[config.mk]
export PLATFORM = sky130hd
export DESIGN_NAME = fc_sequencer_flat
export DESIGN_NICKNAME = d
export VERILOG_FILES = /design/src/rtl/fc_sequencer_if.sv /design/src/rtl/fc_sequencer.sv /design/src/flat_wrapper.sv
export SDC_FILE = /design/constraint.sdc
export NUM_CORES = 1
export LEC_CHECK = 0
export CAP_MARGIN = 20
export CORE_UTILIZATION = 50
export DETAILED_ROUTE_END_ITERATION = 6
export PLACE_DENSITY_LB_ADDON = 0.3
export SYNTH_ARGS = -nofsm -noshare
export SYNTH_HDL_FRONTEND = slang
export SYNTH_SLANG_ARGS = --single-unit
export TNS_END_PERCENT = 50
[constraint.sdc]
create_clock -name clk -period 7.15 [get_ports clk]
set_input_delay 0.715 -clock clk [delete_from_list [all_inputs] [get_ports clk]]
set_output_delay 0.715 -clock clk [all_outputs]
set_load 0.02 [all_outputs]
[src/rtl/fc_sequencer_if.sv]
// Sequencer-side buses: source memory read port, fully-connected layer
// streaming ports, and destination memory write port.
interface fc_sequencer_if #(
    parameter int IDX_W = 10
);
    logic             src_rd;
    logic [IDX_W-1:0] src_addr;
    logic [31:0]      src_data;

    logic             fc_forward;
    logic             fc_load_weights;
    logic             fc_in_valid;
    logic [31:0]      fc_data;
    logic [IDX_W-1:0] fc_in_idx;
    logic             fc_in_rdy;

    logic             fc_out_valid;
    logic [31:0]      fc_result;
    logic [IDX_W-1:0] fc_out_idx;
    logic             fc_out_rdy;

    logic             dst_we;
    logic [IDX_W-1:0] dst_addr;
    logic [31:0]      dst_data;

    modport master (
        output src_rd, src_addr,
        input  src_data,
        output fc_forward, fc_load_weights, fc_in_valid, fc_data, fc_in_idx,
        input  fc_in_rdy,
        input  fc_out_valid, fc_result, fc_out_idx,
        output fc_out_rdy,
        output dst_we, dst_addr, dst_data
    );

    modport slave (
        input  src_rd, src_addr,
        output src_data,
        input  fc_forward, fc_load_weights, fc_in_valid, fc_data, fc_in_idx,
        output fc_in_rdy,
        output fc_out_valid, fc_result, fc_out_idx,
        input  fc_out_rdy,
        input  dst_we, dst_addr, dst_data
    );
endinterface

[src/rtl/fc_sequencer.sv]
// Drives one fully-connected layer pass: streams source words into the layer
// (forward, optionally followed by backward) and writes results to destination.
module fc_sequencer #(
    parameter int IN_SIZE  = 1024,
    parameter int OUT_SIZE = 10,
    parameter int IDX_W    = 10
) (
    input  logic          clk,
    input  logic          rst_n,
    input  logic          start,
    input  logic          train,
    input  logic          load_req,
    input  logic          abort,
    output logic          busy,
    output logic          done,
    output logic          err,
    fc_sequencer_if.master bus
);
    localparam int CNT_W = IDX_W + 1;
    localparam logic [CNT_W-1:0] C_IN  = CNT_W'(IN_SIZE);
    localparam logic [CNT_W-1:0] C_OUT = CNT_W'(OUT_SIZE);

    typedef enum logic [2:0] {S_IDLE, S_LOAD, S_FWD, S_BWD, S_DONE} state_t;

    state_t           r_state, w_state_next;
    logic             r_train, r_err;
    logic [CNT_W-1:0] r_rd_ptr, r_xfer_cnt, r_res_cnt;
    logic             r_pend;
    logic [IDX_W-1:0] r_pend_idx;
    logic             r_hold_vld;
    logic [31:0]      r_hold_data;
    logic [IDX_W-1:0] r_hold_idx;
    logic             r_dst_we;
    logic [IDX_W-1:0] r_dst_addr;
    logic [31:0]      r_dst_data;

    logic             w_phase, w_drain, w_hold_free, w_src_rd, w_drop;
    logic             w_res_acc, w_res_ok, w_phase_end, w_enter;
    logic [CNT_W-1:0] w_n_feed, w_n_res;

    assign w_phase     = (r_state == S_FWD) || (r_state == S_BWD);
    assign w_n_feed    = (r_state == S_BWD) ? C_OUT : C_IN;
    assign w_n_res     = (r_state == S_BWD) ? C_IN : C_OUT;
    assign w_drain     = r_hold_vld & bus.fc_in_rdy;
    assign w_hold_free = ~r_hold_vld | w_drain;
    assign w_src_rd    = w_phase & ~abort & (r_rd_ptr < w_n_feed) & w_hold_free;
    // A word returning while the holding register is stalled is dropped and re-read.
    assign w_drop      = r_pend & ~w_hold_free;
    assign w_res_acc   = w_phase & ~abort & bus.fc_out_valid;
    assign w_res_ok    = w_res_acc & ({1'b0, bus.fc_out_idx} < w_n_res);
    assign w_phase_end = (r_xfer_cnt == w_n_feed) && (r_res_cnt == w_n_res);
    assign w_enter     = ((w_state_next == S_FWD) && (r_state != S_FWD)) ||
                         ((w_state_next == S_BWD) && (r_state != S_BWD));

    always_comb begin
        w_state_next = r_state;
        unique case (r_state)
            S_IDLE: begin
                if (load_req)   w_state_next = S_LOAD;
                else if (start) w_state_next = S_FWD;
            end
            S_LOAD: w_state_next = S_IDLE;
            S_FWD: begin
                if (abort)            w_state_next = S_IDLE;
                else if (w_phase_end) w_state_next = r_train ? S_BWD : S_DONE;
            end
            S_BWD: begin
                if (abort)            w_state_next = S_IDLE;
                else if (w_phase_end) w_state_next = S_DONE;
            end
            S_DONE:  w_state_next = S_IDLE;
            default: w_state_next = S_IDLE;
        endcase
    end

    always_ff @(posedge clk or negedge rst_n) begin
        if (!rst_n) r_state <= S_IDLE;
        else        r_state <= w_state_next;
    end

    always_ff @(posedge clk or negedge rst_n) begin
        if (!rst_n) begin
            r_train     <= 1'b0;
            r_err       <= 1'b0;
            r_rd_ptr    <= '0;
            r_xfer_cnt  <= '0;
            r_res_cnt   <= '0;
            r_pend      <= 1'b0;
            r_pend_idx  <= '0;
            r_hold_vld  <= 1'b0;
            r_hold_data <= '0;
            r_hold_idx  <= '0;
            r_dst_we    <= 1'b0;
            r_dst_addr  <= '0;
            r_dst_data  <= '0;
        end else begin
            if ((r_state == S_IDLE) && !load_req && start) begin
                r_train <= train;
                r_err   <= 1'b0;
            end else if (w_res_acc && !w_res_ok) begin
                r_err <= 1'b1;
            end

            r_dst_we <= w_res_ok;
            if (w_res_ok) begin
                r_dst_addr <= bus.fc_out_idx;
                r_dst_data <= bus.fc_result;
            end

            if (w_enter || (w_phase && abort)) begin
                r_rd_ptr   <= '0;
                r_xfer_cnt <= '0;
                r_res_cnt  <= '0;
                r_pend     <= 1'b0;
                r_hold_vld <= 1'b0;
            end else if (w_phase) begin
                r_pend     <= w_src_rd;
                r_pend_idx <= r_rd_ptr[IDX_W-1:0];
                if (w_drop)        r_rd_ptr <= {1'b0, r_pend_idx};
                else if (w_src_rd) r_rd_ptr <= r_rd_ptr + 1'b1;
                if (r_pend && w_hold_free) begin
                    r_hold_vld  <= 1'b1;
                    r_hold_data <= bus.src_data;
                    r_hold_idx  <= r_pend_idx;
                end else if (w_drain) begin
                    r_hold_vld <= 1'b0;
                end
                if (w_drain)  r_xfer_cnt <= r_xfer_cnt + 1'b1;
                if (w_res_ok) r_res_cnt  <= r_res_cnt + 1'b1;
            end
        end
    end

    assign busy                = (r_state != S_IDLE);
    assign done                = (r_state == S_DONE);
    assign err                 = r_err;
    assign bus.src_rd          = w_src_rd;
    assign bus.src_addr        = w_src_rd ? r_rd_ptr[IDX_W-1:0] : '0;
    assign bus.fc_forward      = (r_state != S_BWD);
    assign bus.fc_load_weights = (r_state == S_LOAD);
    assign bus.fc_in_valid     = r_hold_vld;
    assign bus.fc_data         = r_hold_data;
    assign bus.fc_in_idx       = r_hold_idx;
    assign bus.fc_out_rdy      = w_phase;
    assign bus.dst_we          = r_dst_we;
    assign bus.dst_addr        = r_dst_addr;
    assign bus.dst_data        = r_dst_data;
endmodule

[src/flat_wrapper.sv]
// flat-port wrapper written by rule: the top's interface ports become plain ports
module fc_sequencer_flat 
#(
    parameter int IN_SIZE  = 1024,
    parameter int OUT_SIZE = 10,
    parameter int IDX_W    = 10
)
  (clk, rst_n, start, train, load_req, abort, busy, done, err, bus_src_rd, bus_src_addr, bus_src_data, bus_fc_forward, bus_fc_load_weights, bus_fc_in_valid, bus_fc_data, bus_fc_in_idx, bus_fc_in_rdy, bus_fc_out_valid, bus_fc_result, bus_fc_out_idx, bus_fc_out_rdy, bus_dst_we, bus_dst_addr, bus_dst_data);
  fc_sequencer_if #(.IDX_W(IDX_W)) bus_i ();
  input  logic clk;
  input  logic rst_n;
  input  logic start;
  input  logic train;
  input  logic load_req;
  input  logic abort;
  output logic busy;
  output logic done;
  output logic err;
  output wire logic [$bits(bus_i.src_rd)-1:0] bus_src_rd;
  output wire logic [$bits(bus_i.src_addr)-1:0] bus_src_addr;
  input wire logic [$bits(bus_i.src_data)-1:0] bus_src_data;
  output wire logic [$bits(bus_i.fc_forward)-1:0] bus_fc_forward;
  output wire logic [$bits(bus_i.fc_load_weights)-1:0] bus_fc_load_weights;
  output wire logic [$bits(bus_i.fc_in_valid)-1:0] bus_fc_in_valid;
  output wire logic [$bits(bus_i.fc_data)-1:0] bus_fc_data;
  output wire logic [$bits(bus_i.fc_in_idx)-1:0] bus_fc_in_idx;
  input wire logic [$bits(bus_i.fc_in_rdy)-1:0] bus_fc_in_rdy;
  input wire logic [$bits(bus_i.fc_out_valid)-1:0] bus_fc_out_valid;
  input wire logic [$bits(bus_i.fc_result)-1:0] bus_fc_result;
  input wire logic [$bits(bus_i.fc_out_idx)-1:0] bus_fc_out_idx;
  output wire logic [$bits(bus_i.fc_out_rdy)-1:0] bus_fc_out_rdy;
  output wire logic [$bits(bus_i.dst_we)-1:0] bus_dst_we;
  output wire logic [$bits(bus_i.dst_addr)-1:0] bus_dst_addr;
  output wire logic [$bits(bus_i.dst_data)-1:0] bus_dst_data;
  assign bus_src_rd = bus_i.src_rd;
  assign bus_src_addr = bus_i.src_addr;
  assign bus_i.src_data = bus_src_data;
  assign bus_fc_forward = bus_i.fc_forward;
  assign bus_fc_load_weights = bus_i.fc_load_weights;
  assign bus_fc_in_valid = bus_i.fc_in_valid;
  assign bus_fc_data = bus_i.fc_data;
  assign bus_fc_in_idx = bus_i.fc_in_idx;
  assign bus_i.fc_in_rdy = bus_fc_in_rdy;
  assign bus_i.fc_out_valid = bus_fc_out_valid;
  assign bus_i.fc_result = bus_fc_result;
  assign bus_i.fc_out_idx = bus_fc_out_idx;
  assign bus_fc_out_rdy = bus_i.fc_out_rdy;
  assign bus_dst_we = bus_i.dst_we;
  assign bus_dst_addr = bus_i.dst_addr;
  assign bus_dst_data = bus_i.dst_data;
  fc_sequencer #(.IN_SIZE(IN_SIZE), .OUT_SIZE(OUT_SIZE), .IDX_W(IDX_W)) u_core (.clk(clk), .rst_n(rst_n), .start(start), .train(train), .load_req(load_req), .abort(abort), .busy(busy), .done(done), .err(err), .bus(bus_i));
endmodule
---- After elaboration in Yosys (flattened, before gate mapping) ----
Index checks and enable logic that the tools add are counted.
storage, ports and cells
  register bits ........................... 135
  word-level logic and storage cells ...... 97
operators by class
  equality and inequality tests ........... 10
  bitwise gates (word level) .............. 12
  reductions and logical operators ........ 27
  add/subtract/negate cells ............... 3
  $lt $le $gt $ge ......................... 2
  muxes and demuxes ....................... 29
operators by type and width
  operator               number
  $mux 11                12
  $add 11x1->11 const B  3
  $eq 11x11->1           2
  $mux 3                 7
  $eq 3x2->1 const B     4
  $lt 10x11->1           1
  $lt 11x11->1           1
  $mux 10                1
  $reduce_and 2->1       5
  $pmux 3 s3             1
  $reduce_bool 3->1      3
  $logic_and 1x1->1      8
  $mux 1                 8
  $reduce_bool 2->1      4
  $and 1x1->1            7
  $ne 3x2->1 const B     2
  $not 1->1              4
  $eq 3x1->1 const B     1
  $eq 3x3->1 const B     1
  $logic_not 3->1        1
  $logic_or 1x1->1       3
  $reduce_and 3->1       1
  $logic_not 1->1        2
  $or 1x1->1             1

---- Depth between registers and ports, before layout ----
  depth in word-level cells ............... 13
  depth in mapped cells ................... 13
  gate-level depth less buffers ........... 11

---- Worst setup path before layout ----
Ideal clock, no wire load.
  path kind ............................... reg2out
  start ................................... reg u_core.r_state[2]
  end ..................................... out bus_src_addr[0]
  data required time ...................... 6.435 ns
  buffers on the path ..................... 2
  setup slack ............................. 3.867 ns
  data arrival time ....................... 2.568 ns
  stages on the path, launching flop included .. 12
  cell sequence ........................... dfrtp_1 > nand2b_4 > inv_2 > nand2_2 > inv_2 > ha_1 > nand2_1 > a21oi_1 > a2111oi_4 > buf_4 > clkbuf_1 > and2_1
on the way
  longest elaborated chain between the ends .. 6
RTL lines
  element                        line                 text
  from (decl)                    fc_sequencer.sv:25   state_t r_state, w_state_next;
  from (signal assigned)         fc_sequencer.sv:78   else r_state <= w_state_next;
  $eq 3x2->1                     fc_sequencer.sv:41   assign w_phase = (r_state == S_FWD) || (r_state == S_BWD);
  $logic_or 1x1->1 (*)           fc_sequencer.sv:41
  net bus_fc_out_rdy             flat_wrapper.sv:31   output wire logic [$bits(bus_i.fc_out_rdy)-1:0] bus_fc_out_rdy;
  $and 1x1->1 (*) (3 in series)  fc_sequencer.sv:46   assign w_src_rd = w_phase & ~abort & (r_rd_ptr < w_n_feed) & w_hold_free;
  net bus_src_rd                 flat_wrapper.sv:19   output wire logic [$bits(bus_i.src_rd)-1:0] bus_src_rd;
  $mux 10 (*)                    fc_sequencer.sv:138  assign bus.src_addr = w_src_rd ? r_rd_ptr[IDX_W-1:0] : '0;
  to (decl)                      flat_wrapper.sv:20   output wire logic [$bits(bus_i.src_addr)-1:0] bus_src_addr;
Mark *: on every way through the listed nets, which the timed path passes. The rest lies on a longest branch.

---- Worst setup path after layout ----
  start ................................... in abort
  end ..................................... out bus_src_addr[7]
on the way
  longest elaborated chain between the ends .. 5
RTL lines
  element                    line                 text
  from (decl)                flat_wrapper.sv:15   input logic abort;
  $not 1->1                  fc_sequencer.sv:46
  $and 1x1->1 (3 in series)  fc_sequencer.sv:46
  $mux 10                    fc_sequencer.sv:138
No other way between the ends.

==> impl_metrics.csv <==
group,metric,value,unit
setup_path,reg2reg_from,"u_core.r_state[2]",
cells_and_area,final_cell_count_no_fill,866,
synth,ys_types,57,
floorplan,ios,185,
floorplan,row_count,40,
pwr,seq_power_share,37.8,%
global_route,grt_pass1_vias,4838,
routing,drtIter0Drc,401,
setup_path,r2r_cells,10,
floorplan,die_area,0.0130,mm²
pwr,switching_power,0.000805,W
floorplan,die_w,114,µm
setup_path,r2r_end,"u_core.bus.fc_data[0]",
setup_path,crit_arrival,3330,ps
pwr,internal_power,0.00193,W
sta,tightest_slew,932,ps
routing,via_count,4814,
pwr,switching_share,29.4,%
sta,timing.fmax,247,MHz
place,hpwl,10.7,mm
synth,yosysSeqAreaShare,53.6,%
clock_network,htree_levels,4,
floorplan,fp.dieH,114,µm
synth,yosysWarnings,0,
cells_and_area,area_growth,40.4,%
synth,yosys_most_used_dff,"dfrtp_1",
setup_path,r2r_slack,3740,ps
clock_network,numCtsBuffers,17,
sta,rsz0062_at_grt,"false",
synth,synth-edff-count,0,
routing,post_drt_wl_per_cell,17.8,µm
setup_path,required,6430,ps
cells_and_area,layout_common_cells,"183 x clkdlybuf4s50_1, 135 x dfrtp_1, 54 x mux2_2",
sta,setup_viol,0,
clock_network,tritoncts,"done",
sta,fin_crit_sh,56.6,%
pwr,power_density,309,mW/mm²
clock_network,postCtsSetupBuffers,0,
setup_path,cp_max_fo,21,
synth,synth_area,0.00630,mm²
global_route,grt_max_degree,83,
flow_run,cap_violations,0,
clock_network,clockBufferDepth,2,
cells_and_area,final_common_cell,"clkdlybuf4s50_1",
place,gp_congestion,0.836,
place,io_buffer_count,184,
global_route,antenna_found_initial,0,
cells_and_area,antenna_cells,0,
clock_network,root_buffer,"clkbuf_16",
outcome,status,"finished clean",
clock_network,clk_pin_slew,60,ps
cells_and_area,drive_gt1_share,21.2,%
synth,synth.net_count,591,
floorplan,core-area,0.0122,mm²
setup_path,cp-end-kind,"output port",
clock_network,postCtsHoldBufs,0,
hold_path,hold_path.class,"input port to async pin",
sta,tns,0,ps
synth,synth-seq-cells,135,
routing,drcViolationCount,0,
global_route,overflow,0,
sta,slew_headroom,37.4,%
routing,via_per_inst,5.56,
clock_network,clkSinkCount,135,
synth,synth_area_per_cell,12.5,µm²
synth,ys_async_sr_fraction,100,%
setup_path,start_kind,"input port",
pwr,p_comb_share,30.8,%
floorplan,start_util,51.8,%
sta,finalHoldViolations,0,
routing,wl,15.4,mm
setup_path,crit_type,"input port to output port",
sta,maxSlewViolCount,0,
cells_and_area,nets,773,
routing,ant_nets,0,
pwr,ir_worst_vdd,152,µV
global_route,grt.total_usage,25.0,%
sta,fin_crit,4050,ps
pwr,pwr-share-clk,31.4,%
global_route,grt_pass1_wl,25.0,mm
clock_network,insertion_delay,410,ps
routing,first_pass_iters,5,
place,dp.cells,833,
synth,synthCells,503,
clock_network,post_cts_resized,0,
pwr,leakagePower,3.91,nW
sta,fin_worst_skew,6.18,ps
==> synthesized netlist by cell type (4+ instances only) <==
cell / instances / area [µm²]
nand3_1: 13 / 65.1
nor4_1: 10 / 62.6
xor2_1: 7 / 61.3
a22o_1: 10 / 87.6
nand2_1: 40 / 150
and2_1: 14 / 87.6
mux2_2: 54 / 608
nand4_1: 11 / 68.8
ha_1: 6 / 75.1
o41ai_1: 4 / 35.0
mux2_4: 40 / 601
inv_1: 6 / 22.5
buf_6: 6 / 67.6
a31oi_1: 5 / 31.3
and4_1: 4 / 35.0
a31o_2: 8 / 70.1
nor3_1: 7 / 35.0
nor2_1: 20 / 75.1
clkbuf_1: 16 / 60.1
a21oi_1: 9 / 45.0
and3_1: 10 / 62.6
o21ai_0: 15 / 75.1
dfrtp_1: 135 / 3380
==> power by group through the flow <==
stage | registers (W) | clock network (W) | logic, W
final | 0.00103 | 0.000860 | 0.000842
after global routing | 0.00105 | 0.000912 | 0.000888
after CTS | 0.00103 | 0.000875 | 0.000848
after detailed placement | 0.00104 | 0 | 0.000841
after global placement | 0.00103 | 0 | 0.000825
after floorplan | 0.00118 | 0 | 0.000285
==> flip-flops by register name, indices dropped and copies added (netlist names) <==
signal / flops
u_core.bus.dst_data: 32
u_core.bus.fc_data: 32
u_core.r_rd_ptr: 11
u_core.r_res_cnt: 11
u_core.r_xfer_cnt: 11
u_core.bus.dst_addr: 10
u_core.bus.fc_in_idx: 10
u_core.r_pend_idx: 10
u_core.r_state: 3
u_core.bus.dst_we: 1
u_core.bus.fc_in_valid: 1
u_core.err: 1
u_core.r_pend: 1
u_core.r_train: 1
==> worst max-delay path, cell delays in order <==
cell and delay, ps:
clkdlybuf4s50_1 510, nor3b_2 450, nand2b_1 220, a2111oi_4 380, buf_6 230, and2_1 200, clkdlybuf4s50_1 620
==> per-layer routing <==
| metal | up-vias | track usage [%] | routed length (µm) |
|---|---|---|---|
| li1 | 2214 | - | - |
| met1 | 2363 | 32.3 | 6330 |
| met2 | 212 | 40.7 | 7820 |
| met3 | 25 | 5.98 | 995 |
| met4 | 0 | 9.78 | 301 |
| met5 | - | 0 | 0 |
==> per-stage QoR <==
stage | power, W | worst slack [ps] | hold WS, ps | cell area [µm²] | util [%]
after floorplan | 0.00147 | 3870 | 419 | 6300 | -
after global placement | 0.00185 | 2860 | 468 | 8240 | 67.8
after detailed placement | 0.00188 | 2730 | 483 | 8240 | 67.8
after CTS | 0.00276 | 2670 | 378 | 8830 | 72.6
after global routing | 0.00285 | 2910 | 404 | 8840 | 72.7
final | 0.00273 | 3100 | 350 | 8840 | 72.7
==> worst max-delay path by stage <==
stage | startpoint | to | depth (start not counted)
finish | abort | bus_src_addr[7] | 7
global route | abort | bus_src_addr[7] | 7
CTS | abort | bus_src_addr[7] | 6
detailed placement | abort | bus_src_addr[7] | 6
global placement | abort | bus_src_addr[7] | 6
floorplan | u_core.r_state[2] | bus_src_addr[0] | 11
==> cell families (layout without fill, tap and decap cells) <==
family,after synthesis,after routing,synth area share (%)
multiplexers,95,95,19.3
buffers and inverters,35,230,2.92
adder cells (fa/ha/maj),6,6,1.19
flip-flops,135,135,53.6
AO/OA/AOI/OAI,69,69,8.16
AND/OR/NAND/NOR,155,155,13.6
XOR/XNOR,8,8,1.11
==> layout make-up <==
class | instances | area [µm²]
clock buffers | 25 | 495
clock inverters | 7 | 92.6
fillers | 841 | 3320
inverters | 8 | 30.0
multi-input cells | 333 | 2740
flip-flops and latches | 135 | 3380
well taps | 168 | 210
repair buffers | 190 | 1890
Power figures use the tool's default switching activity.
